`src/rtl/fir_ahb_pkg.sv`:
```
// Shared constants, state encoding and helpers for the AHB-lite FIR filter.
// Build option FIR_ROUND_EN (see fir_mac_core) does not change anything here.
package fir_ahb_pkg;

  localparam int OFF_STATUS  = 'h0;
  localparam int OFF_RESULT  = 'h2;
  localparam int OFF_SAMPLE  = 'h4;
  localparam int OFF_CONFIRM = 'h6;
  localparam int OFF_COEFF0  = 'h8;

  localparam logic [1:0] HTRANS_IDLE   = 2'b00;
  localparam logic [1:0] HTRANS_BUSY   = 2'b01;
  localparam logic [1:0] HTRANS_NONSEQ = 2'b10;
  localparam logic [1:0] HTRANS_SEQ    = 2'b11;

  typedef enum logic [2:0] {
    IDLE,
    LOAD,
    SHIFT,
    MAC,
    DONE
  } fir_state_e;

  function automatic int acc_width(input int n);
    return 32 + $clog2(n);
  endfunction

  // Byte-lane merge: lane[0] covers [7:0], lane[1] covers [15:8].
  function automatic logic [15:0] merge_lanes(input logic [15:0] old_v,
                                              input logic [15:0] wdata,
                                              input logic [1:0]  lane);
    logic [15:0] v;
    v = old_v;
    if (lane[0]) v[7:0]  = wdata[7:0];
    if (lane[1]) v[15:8] = wdata[15:8];
    return v;
  endfunction

endpackage

```
`src/rtl/fir_mac_core.sv`:
```
// Serial MAC engine: active coefficients, delay line, accumulator, saturation.
// Define FIR_ROUND_EN to round half up before the output shift (default: truncate).
//
// state | meaning
// IDLE  | waiting; a pending load wins over a pending sample
// LOAD  | copy one shadow coefficient per cycle into the active set
// SHIFT | push the new sample into the delay line, clear acc
// MAC   | one tap per cycle, acc += delay[k] * coeff[k]
// DONE  | register saturated result and err flag
module fir_mac_core
  import fir_ahb_pkg::*;
#(
  parameter int NUM_TAPS  = 4,
  parameter int OUT_SHIFT = 15
) (
  input  logic                      clk,
  input  logic                      rst,
  input  logic                      start_sample,
  input  logic                      start_load,
  input  logic [15:0]               sample_in,
  input  logic [NUM_TAPS-1:0][15:0] coeff_sh,
  output logic                      busy,
  output logic [15:0]               result,
  output logic                      err,
  output logic                      load_done
);

  localparam int ACC_W = acc_width(NUM_TAPS);
  localparam int CNT_W = $clog2(NUM_TAPS);
  localparam logic [CNT_W-1:0] CNT_LAST = CNT_W'(NUM_TAPS - 1);

  fir_state_e state, state_nx;
  logic [CNT_W-1:0] cnt;
  logic tc;
  logic sample_pend, load_pend;
  logic [NUM_TAPS-1:0][15:0] coeff_act;
  logic [NUM_TAPS-1:0][15:0] dly;
  logic signed [ACC_W-1:0] acc, acc_rnd, acc_sh;
  logic signed [15:0] tap_d, tap_c;
  logic signed [31:0] prod;
  logic sat_ovf;
  logic [15:0] sat_val;
  logic finishing;

  assign tc    = (cnt == '0);
  assign tap_d = dly[cnt];
  assign tap_c = coeff_act[cnt];
  assign prod  = 32'(tap_d) * 32'(tap_c);

`ifdef FIR_ROUND_EN
  assign acc_rnd = acc + (ACC_W'(1) <<< (OUT_SHIFT - 1));
`else
  assign acc_rnd = acc;
`endif
  assign acc_sh = acc_rnd >>> OUT_SHIFT;

  // Fits in 16 bits only if everything above bit 15 is a copy of the sign.
  assign sat_ovf = !((&acc_sh[ACC_W-1:15]) || !(|acc_sh[ACC_W-1:15]));
  assign sat_val = sat_ovf ? (acc_sh[ACC_W-1] ? 16'h8000 : 16'h7fff) : acc_sh[15:0];

  assign load_done = (state == LOAD) && tc;
  assign finishing = load_done || (state == DONE);

  always_comb begin
    state_nx = state;
    case (state)
      IDLE: begin
        if (load_pend)        state_nx = LOAD;
        else if (sample_pend) state_nx = SHIFT;
      end
      LOAD:    if (tc) state_nx = IDLE;
      SHIFT:   state_nx = MAC;
      MAC:     if (tc) state_nx = DONE;
      DONE:    state_nx = IDLE;
      default: state_nx = IDLE;
    endcase
  end

  always_ff @(posedge clk) begin
    if (rst) begin
      state       <= IDLE;
      cnt         <= CNT_LAST;
      sample_pend <= 1'b0;
      load_pend   <= 1'b0;
      busy        <= 1'b0;
      coeff_act   <= '0;
      dly         <= '0;
      acc         <= '0;
      result      <= '0;
      err         <= 1'b0;
    end else begin
      state <= state_nx;

      if (start_sample)                            sample_pend <= 1'b1;
      else if (state == IDLE && state_nx == SHIFT) sample_pend <= 1'b0;

      if (start_load)                             load_pend <= 1'b1;
      else if (state == IDLE && state_nx == LOAD) load_pend <= 1'b0;

      if (start_sample || start_load)                     busy <= 1'b1;
      else if (finishing && !sample_pend && !load_pend)   busy <= 1'b0;

      // Tap counter runs down to terminal count 0; reloaded whenever idle.
      if (state == LOAD || state == MAC) cnt <= cnt - CNT_W'(1);
      else                               cnt <= CNT_LAST;

      if (state == LOAD) coeff_act[cnt] <= coeff_sh[cnt];

      if (state == SHIFT) begin
        dly <= {dly[NUM_TAPS-2:0], sample_in};
        acc <= '0;
      end

      if (state == MAC) acc <= acc + ACC_W'(prod);

      if (state == DONE) begin
        result <= sat_val;
        err    <= sat_ovf;
      end
    end
  end

endmodule

```
`src/rtl/ahb_lite_fir_filter_param.sv`:
```
// AHB-lite leaf slave: zero-wait register file with shadow coefficients around fir_mac_core.
// FIR_ROUND_EN selects rounding inside the core; the bus side is identical in both builds.
module ahb_lite_fir_filter_param
  import fir_ahb_pkg::*;
#(
  parameter int NUM_TAPS  = 4,
  parameter int ADDR_W    = 6,
  parameter int OUT_SHIFT = 15
) (
  input  logic              clk,
  input  logic              rst,
  input  logic              hsel,
  input  logic [ADDR_W-1:0] haddr,
  input  logic              hsize,
  input  logic [1:0]        htrans,
  input  logic              hwrite,
  input  logic [15:0]       hwdata,
  output logic [15:0]       hrdata,
  output logic              hresp
);

  localparam int MAP_END = OFF_COEFF0 + 2 * NUM_TAPS;

  logic              ap_valid;
  logic              dp_valid, dp_write, dp_size;
  logic [ADDR_W-1:0] dp_addr;

  logic [15:0]               sample_q;
  logic                      confirm_q;
  logic [NUM_TAPS-1:0][15:0] coeff_sh;

  int          hoff, coeff_idx;
  logic        sel_status, sel_result, sel_sample, sel_confirm, sel_coeff;
  logic        in_map, misalign, bad, wr_ok;
  logic [1:0]  lane;
  logic [15:0] sample_d, conf_d, rd_data;
  logic        start_sample, start_load;

  logic        core_busy, core_err, load_done;
  logic [15:0] core_result;

  assign ap_valid = hsel && (htrans != HTRANS_IDLE) && (htrans != HTRANS_BUSY);

  always_comb begin
    hoff        = int'({dp_addr[ADDR_W-1:1], 1'b0});
    coeff_idx   = (hoff - OFF_COEFF0) >>> 1;
    sel_status  = (hoff == OFF_STATUS);
    sel_result  = (hoff == OFF_RESULT);
    sel_sample  = (hoff == OFF_SAMPLE);
    sel_confirm = (hoff == OFF_CONFIRM);
    sel_coeff   = (hoff >= OFF_COEFF0) && (hoff < MAP_END);
    in_map      = (hoff < MAP_END);
    misalign    = dp_size && dp_addr[0];
    lane        = dp_size ? 2'b11 : (dp_addr[0] ? 2'b10 : 2'b01);

    // A confirm_q of 1 means a coefficient load is pending or still copying.
    bad = !in_map || misalign
       || (dp_write && (sel_status || sel_result))
       || (dp_write && sel_sample && core_busy)
       || (dp_write && (sel_coeff || sel_confirm) && confirm_q);

    wr_ok        = dp_valid && dp_write && !bad;
    sample_d     = merge_lanes(sample_q, hwdata, lane);
    conf_d       = merge_lanes({15'b0, confirm_q}, hwdata, lane);
    start_sample = wr_ok && sel_sample;
    start_load   = wr_ok && sel_confirm && (conf_d != 16'h0000);
  end

  always_comb begin
    rd_data = '0;
    if (dp_valid && !dp_write && !bad) begin
      if (sel_status)  rd_data = {14'b0, core_err, core_busy};
      if (sel_result)  rd_data = core_result;
      if (sel_sample)  rd_data = sample_q;
      if (sel_confirm) rd_data = {15'b0, confirm_q};
      for (int k = 0; k < NUM_TAPS; k++) begin
        if (sel_coeff && coeff_idx == k) rd_data = coeff_sh[k];
      end
    end
  end

  assign hrdata = rd_data;
  assign hresp  = dp_valid && bad;

  always_ff @(posedge clk) begin
    if (rst) begin
      dp_valid  <= 1'b0;
      dp_write  <= 1'b0;
      dp_size   <= 1'b0;
      dp_addr   <= '0;
      sample_q  <= '0;
      confirm_q <= 1'b0;
      coeff_sh  <= '0;
    end else begin
      dp_valid <= ap_valid;
      if (ap_valid) begin
        dp_addr  <= haddr;
        dp_write <= hwrite;
        dp_size  <= hsize;
      end

      if (start_sample) sample_q <= sample_d;

      if (load_done)       confirm_q <= 1'b0;
      else if (start_load) confirm_q <= 1'b1;

      for (int k = 0; k < NUM_TAPS; k++) begin
        if (wr_ok && sel_coeff && coeff_idx == k)
          coeff_sh[k] <= merge_lanes(coeff_sh[k], hwdata, lane);
      end
    end
  end

  fir_mac_core #(
    .NUM_TAPS  (NUM_TAPS),
    .OUT_SHIFT (OUT_SHIFT)
  ) u_core (
    .clk          (clk),
    .rst          (rst),
    .start_sample (start_sample),
    .start_load   (start_load),
    .sample_in    (sample_q),
    .coeff_sh     (coeff_sh),
    .busy         (core_busy),
    .result       (core_result),
    .err          (core_err),
    .load_done    (load_done)
  );

endmodule

```
`config.mk`:
```
export PLATFORM = sky130hd
export DESIGN_NAME = ahb_lite_fir_filter_param
export DESIGN_NICKNAME = d
export VERILOG_FILES = /design/src/rtl/fir_ahb_pkg.sv /design/src/rtl/fir_mac_core.sv /design/src/rtl/ahb_lite_fir_filter_param.sv
export SDC_FILE = /design/constraint.sdc
export NUM_CORES = 2
export LEC_CHECK = 0
export CAP_MARGIN = 20
export CORE_MARGIN = 1
export CORE_UTILIZATION = 38
export DETAILED_ROUTE_END_ITERATION = 12
export GPL_ROUTABILITY_DRIVEN = 0
export GPL_TIMING_DRIVEN = 1
export PLACE_DENSITY = 0.6
export REMOVE_ABC_BUFFERS = 1
export SKIP_CTS_REPAIR_TIMING = 1
export SYNTH_ARGS = -nofsm -noshare
export SYNTH_HDL_FRONTEND = slang
export SYNTH_SLANG_ARGS = --single-unit
export TNS_END_PERCENT = 20
```
`constraint.sdc`:
```
create_clock -name clk -period 7 [get_ports clk]
set_clock_uncertainty 0.05 [all_clocks]
set_input_delay 1.75 -clock clk [delete_from_list [all_inputs] [get_ports clk]]
set_output_delay 1.75 -clock clk [all_outputs]
set_load 0.05 [all_outputs]
```
# --- After elaboration in Yosys (flattened, before gate mapping) ---
# Index checks and enable logic that the tools add are counted.
word_totals:
  wordCells: 163
  register_bits: 277
  output_inout_bits: 17
  in_bits: 29
classes:
  mux: 37
  reduce_logical: 73
  multipliers: 1
  n_eq_ne: 13
  bitwise: 1
  n_addsub: 3
  n_lt_le_gt_ge: 4
op_table:
  columns: ["operator", "count"]
  rows:
  - ["16-bit 2-to-1 mux", 14]
  - ["16-bit binary-select mux with 2-bit select", 3]
  - ["34-bit 2-to-1 mux", 2]
  - ["64-bit bitwise mux", 1]
  - ["34-bit by 32-bit adder with 34-bit output", 1]
  - ["16-bit demux with 2-bit select", 1]
  - ["1-bit logical AND", 32]
  - ["32-bit zero test", 1]
  - ["16-bit by 16-bit multiplier with 32-bit output", 1]
  - ["2-bit AND reduction", 10]
  - ["8-bit 2-to-1 mux", 2]
  - ["16-bit nonzero test", 1]
  - ["6-bit by 3-bit == test with 1-bit output, second input constant", 2]
  - ["3-bit 2-to-1 mux", 4]
  - ["3-bit one-hot mux with 4 select lines", 1]
  - ["5-bit by 3-bit == test with 1-bit output, second input constant", 2]
  - ["1-bit logical OR", 10]
  - ["2-bit nonzero test", 5]
  - ["3-bit by 2-bit == test with 1-bit output, second input constant", 3]
  - ["1-bit zero test", 7]
  - ["6-bit by 4-bit subtractor with 7-bit output, second input constant", 1]
  - ["3-bit by 1-bit == test with 1-bit output, second input constant", 2]
  - ["6-bit by 2-bit == test with 1-bit output, second input constant", 1]
  - ["6-bit by 4-bit greater-or-equal comparator with 1-bit output, second input constant", 1]
  - ["16 further kinds", 24]

# --- Longest topological paths before layout ---
logic_depth:
  word_depth: 12
  mapped_depth: 29
  ltp_nobuf: 25

# --- Hierarchy ---
# From an unflattened synthesis, not the netlist that was laid out.
hier_totals:
  hier_cells: 2659
  area_unflattened_um2: 23860.4
modules_own_cells:
  columns: ["mod", "seq_area_each_um2", "n_inst", "area_per_inst_um2", "cells_per_inst"]
  rows:
  - ["fir_mac_core", 3743.6, 1, 18874.4, 2135]
  - ["ahb_lite_fir_filter_param", 1801.7, 1, 4986.0, 524]

# --- Least setup slack after synthesis ---
# Ideal clock, no wire load.
synth_timing:
  kind: "flip-flop to flip-flop"
  startpoint: "register u_core.cnt[1]"
  endpoint: "register u_core.acc[33]"
  path_stages_with_launch: 24
  slack_ps: -139
  arrival_ps: 6957
  n_path_buf: 4
  path_cell_list: "dfxtp_1 > buf_2 > buf_1 > mux4_2 > clkbuf_1 > nand2_1 > inv_1 > fa_1 > fa_1 > fa_1 > fa_1 > fa_1 > inv_1 > fa_1 > inv_1 > ha_1 > clkbuf_1 > nand4_1 > or4_1 > a2bb2oi_1 > o21a_1 > o21ba_2 > o2111ai_1 > o311ai_1"
synth_via:
  elab_chain_len: 5
  elab_cells_between_ends: 7
  cone_classes: "add/sub (1); mul (1); mux (5)"
synth_rtl:
  columns: ["element", "line_no", "source"]
  rows:
  - ["from (decl)", "fir_mac_core.sv:33", "logic [CNT_W-1:0] cnt;"]
  - ["from (signal assigned)", "fir_mac_core.sv:104", "if (state == LOAD || state == MAC) cnt <= cnt - CNT_W'(1);"]
  - ["16-bit binary-select mux with 2-bit select (on tied branches)", "fir_mac_core.sv:46, fir_mac_core.sv:47", null]
  - ["16-bit 2-to-1 mux (on tied branches)", "fir_mac_core.sv:46, fir_mac_core.sv:47", null]
  - ["16-bit by 16-bit multiplier with 32-bit output *", "fir_mac_core.sv:48", "assign prod = 32'(tap_d) * 32'(tap_c);"]
  - ["34-bit by 32-bit adder with 34-bit output *", "fir_mac_core.sv:114", "if (state == MAC) acc <= acc + ACC_W'(prod);"]
  - ["34-bit 2-to-1 mux *", "fir_mac_core.sv:114", null]
  - ["to (signal assigned)", "fir_mac_core.sv:114", null]
  - ["to (decl)", "fir_mac_core.sv:38", "logic signed [ACC_W-1:0] acc, acc_rnd, acc_sh;"]
# Mark *: on every way between the ends. The rest lies on a longest branch, timed or not. The select of a mux whose other input is x is not followed.
# A chain may end at the register's enable or synchronous reset.

# --- Worst setup path after layout ---
# Same ends and word-level chain as after synthesis.

==> flow_metrics.py <==
metrics = {
    "flow_run": {
        "drv_cap": 0,
    },
    "yosys": {
        "synth_edf_count": 0,
        "syn-cell-area_mm2": 0.0230,
        "yosysUniqueCellTypes": 68,
        "synthFlopType": "dfxtp_1",
        "syn_inst": 2647,
        "avgSynthCellArea_um2": 8.70,
        "async_flop_share_pct": 0,
        "synth-seq-cells": 277,
        "ys_seq_area_share_pct": 24.1,
        "yosys_warnings": 0,
    },
    "cells_and_area": {
        "fill_cells": 5732,
        "final_cell_area_mm2": 0.0268,
        "area_growth_pct": 16.5,
        "drive_above_1_share_pct": 12.5,
        "final_util_pct": 45.1,
        "num-nets-final": 3202,
    },
    "critical_path": {
        "cp.required_ps": 7360,
        "cp.arrival_ps": 7240,
        "start_kind": "flip-flop",
        "r2r-start": "u_core.cnt[1]$_SDFF_PP1_",
        "cp-end-kind": "flip-flop",
        "r2r_cells": 26,
        "r2r_slack_ps": 120,
        "critPathKind": "reg2reg",
        "path_max_fanout": 8,
        "r2r_end": "u_core.acc[33]$_SDFFE_PP0P_",
    },
    "die": {
        "core_mm2": 0.0595,
        "die_h_um": 248,
        "die_width_um": 248,
        "die-area_mm2": 0.0616,
        "initial_core_util_pct": 38.7,
        "io_pins": 46,
        "rows": 89,
    },
    "timing": {
        "rsz0062_at_grt": "yes",
        "hold_violations": 0,
        "setup_violations": 0,
        "fin_crit_sh_pct": 98.2,
        "relSlewSlack_pct": 34.7,
        "fin_setup_tns_ps": 0,
        "layout_setup_ws_ps": 125,
        "finalCriticalPeriod_ps": 6880,
        "fmax_mhz": 145,
        "worstMarginPinSlew_ps": 979,
        "drv_slew": 0,
    },
    "clock_tree": {
        "root_buffer": "clkbuf_16",
        "cts-buffers-inserted": 34,
        "cts.clk_slew.worst_paths_ps": 60,
        "cts_buffer_depth": 3,
        "cts_tree": "done",
        "clkSinkCount": 277,
        "htreeDepth": 2,
        "clk_latency_ps": 560,
    },
    "placement": {
        "port_buffers": 44,
        "post_dp_cell_area_mm2": 0.0251,
        "pre_cts_ws_ps": -22.4,
        "hpwl_um": 49300,
    },
    "min_path": {
        "holdPathStages": 2,
        "min_from": "u_core.coeff_act[29]$_SDFFE_PP0P_",
        "hold_end": "u_core.coeff_act[29]$_SDFFE_PP0P_",
        "hp-class": "reg2reg",
    },
    "global_routing": {
        "grt_overflow_total": 0,
        "grt_pass1_wl_um": 103000,
        "met3_usage_pct": 4.42,
        "grt_start_max_net_pins": 179,
        "grt_usage_pct": 21.5,
        "grt.busiest_layer": "met2",
        "use_met1_pct": 28.3,
        "antenna_found_initial": 2,
        "grt_pass1_vias": 18913,
        "met2_usage_pct": 35.0,
    },
    "detailed_routing": {
        "final_antenna_net_count": 0,
        "routed_wl_um": 65700,
        "dr.pass1.iters": 6,
        "first_iter_violations": 1354,
        "vias_per_cell": 5.20,
        "drc": 0,
        "wl_per_cell_um": 18.5,
        "vias": 18505,
    },
    "power": {
        "ir_worst_vdd_mv": 0.187,
        "p_per_area_mw_per_mm2": 131,
        "fin_total_pwr_mw": 3.51,
        "p_leak_nw": 12.1,
    },
    "status": {
        "status": "complete, no violations",
    },
}
## worst max-delay path, cell delays in order, from the launching register on
cell       delay (ps)
dfxtp_4           400
buf_12            130
mux2_2            340
o21ai_2           180
buf_6             180
buf_4             150
inv_1              80
nand2_2           120
inv_2              70
fa_1              520
fa_1              530
inv_1              60
fa_1              500
inv_1              60
fa_2              450
fa_1              550
inv_1              50
fa_1              490
inv_1              50
ha_1              280
nand4_1           140
or4_4             460
a2bb2oi_2         140
o21a_1            150
o21ba_4           230
o2111ai_1         200
o311ai_1          140
## kinds of logic after synthesis
logic type / synth area share, %
xor+xnor: 1.45
compound gates: 11.1
simple gates: 15.0
mux: 7.69
buf+inv: 8.31
fa+ha+maj: 32.3
flops: 24.1
## state kept, by name (all words and copies together) (netlist names)
register	flops
coeff_sh	64
u_core.coeff_act	64
u_core.dly	64
u_core.acc	34
sample_q	16
u_core.result	16
dp_addr	6
u_core.state	3
u_core.cnt	2
confirm_q	1
dp_size	1
dp_valid	1
dp_write	1
u_core.busy	1
u_core.err	1
u_core.load_pend	1
u_core.sample_pend	1
## report_power, final
part,total [mW],switching (mW),internal [mW]
sequential,1.58,0.00270,1.58
combinational,0.0866,0.0615,0.0250
clock,1.84,0.768,1.08
total,3.51,0.832,2.68
## through the flow
stage	hold WS, ps	instances
2_1_floorplan	377	2503
3_3_place_gp	388	3463
3_5_place_dp	394	3463
4_1_cts	402	3524
5_1_grt	420	3559
6_report	404	3560
## cells in the mapped netlist (3+ instances only)
| cell | count | area, um^2 |
|---|---|---|
| dfxtp_1 | 277 | 5550 |
| a211oi_1 | 4 | 30.0 |
| a21o_1 | 10 | 75.1 |
| nor2b_1 | 13 | 81.3 |
| xnor2_1 | 23 | 201 |
| nand2_1 | 476 | 1790 |
| clkbuf_1 | 119 | 447 |
| fa_1 | 305 | 6110 |
| o21bai_1 | 4 | 30.0 |
| a21oi_1 | 245 | 1230 |
| o21ai_0 | 85 | 425 |
| ha_1 | 107 | 1340 |
| inv_1 | 358 | 1340 |
| o21ai_1 | 21 | 105 |
| o22ai_1 | 3 | 18.8 |
| buf_4 | 4 | 30.0 |
| nor3_1 | 24 | 120 |
| xor2_1 | 15 | 131 |
| mux2_2 | 22 | 248 |
| nand3_1 | 16 | 80.1 |
| nor2_2 | 4 | 25.0 |
| nor2_1 | 212 | 796 |
| mux4_2 | 29 | 653 |
| and3_1 | 5 | 31.3 |
| and2_1 | 33 | 206 |
| mux2i_1 | 87 | 871 |
| or3_1 | 13 | 81.3 |
| a31oi_1 | 6 | 37.5 |
| o21a_1 | 17 | 128 |
| buf_2 | 12 | 60.1 |
| a22oi_1 | 28 | 210 |
| nand2b_1 | 14 | 87.6 |
| buf_1 | 9 | 33.8 |
| or2_2 | 3 | 18.8 |
| nor4_1 | 4 | 25.0 |
| nand4_1 | 4 | 25.0 |
## cell type report
class	count	area [um^2]	area share [%]
clock buffers	49	987	3.68
repair buffers	221	2040	7.59
flip-flops and latches	277	5550	20.7
diodes	1	2.50	0.00933
well taps	773	967	3.60
clock inverters	12	174	0.648
inverters	358	1350	5.02
multi-input cells	1869	15800	58.8
## placed cells by master, fill, tap and decap left out, types with 6 or more instances in the layout
master	n
nand2_1	474
inv_1	353
fa_1	299
dfxtp_1	275
a21oi_1	245
nor2_1	207
buf_4	152
ha_1	106
mux2i_1	87
o21ai_0	79
clkdlybuf4s50_1	43
clkbuf_16	36
and2_1	32
mux4_2	30
a22oi_1	28
xnor2_1	23
mux2_2	22
nor3_1	22
o21ai_1	19
o21a_1	16
nand3_1	16
nand2b_1	14
xor2_1	14
buf_12	14
or3_1	13
nor2b_1	11
a21o_1	10
clkbuf_8	9
nor2_2	8
o21ai_2	7
clkbuf_1	7
buf_6	7
fa_2	6
## worst max-delay path by stage
stage | from | endpoint | slack, ps
global placement | u_core.cnt[1]$_SDFF_PP1_ | u_core.acc[32]$_SDFFE_PP0P_ | 60
finish | u_core.cnt[1]$_SDFF_PP1_ | u_core.acc[33]$_SDFFE_PP0P_ | 120
global route | u_core.cnt[1]$_SDFF_PP1_ | u_core.acc[33]$_SDFFE_PP0P_ | -60
floorplan | u_core.cnt[0]$_SDFF_PP1_ | u_core.acc[21]$_SDFFE_PP0P_ | -1780
CTS | u_core.cnt[1]$_SDFF_PP1_ | u_core.acc[33]$_SDFFE_PP0P_ | -90
detailed placement | u_core.cnt[1]$_SDFF_PP1_ | u_core.acc[33]$_SDFFE_PP0P_ | -20
## layer usage
metal	up-vias	wire length, um
met4	2	2190
li1	8674	-
met3	128	4810
met1	9083	27900
met5	-	16
met2	618	30800
(Power assumes the default switching activity.)
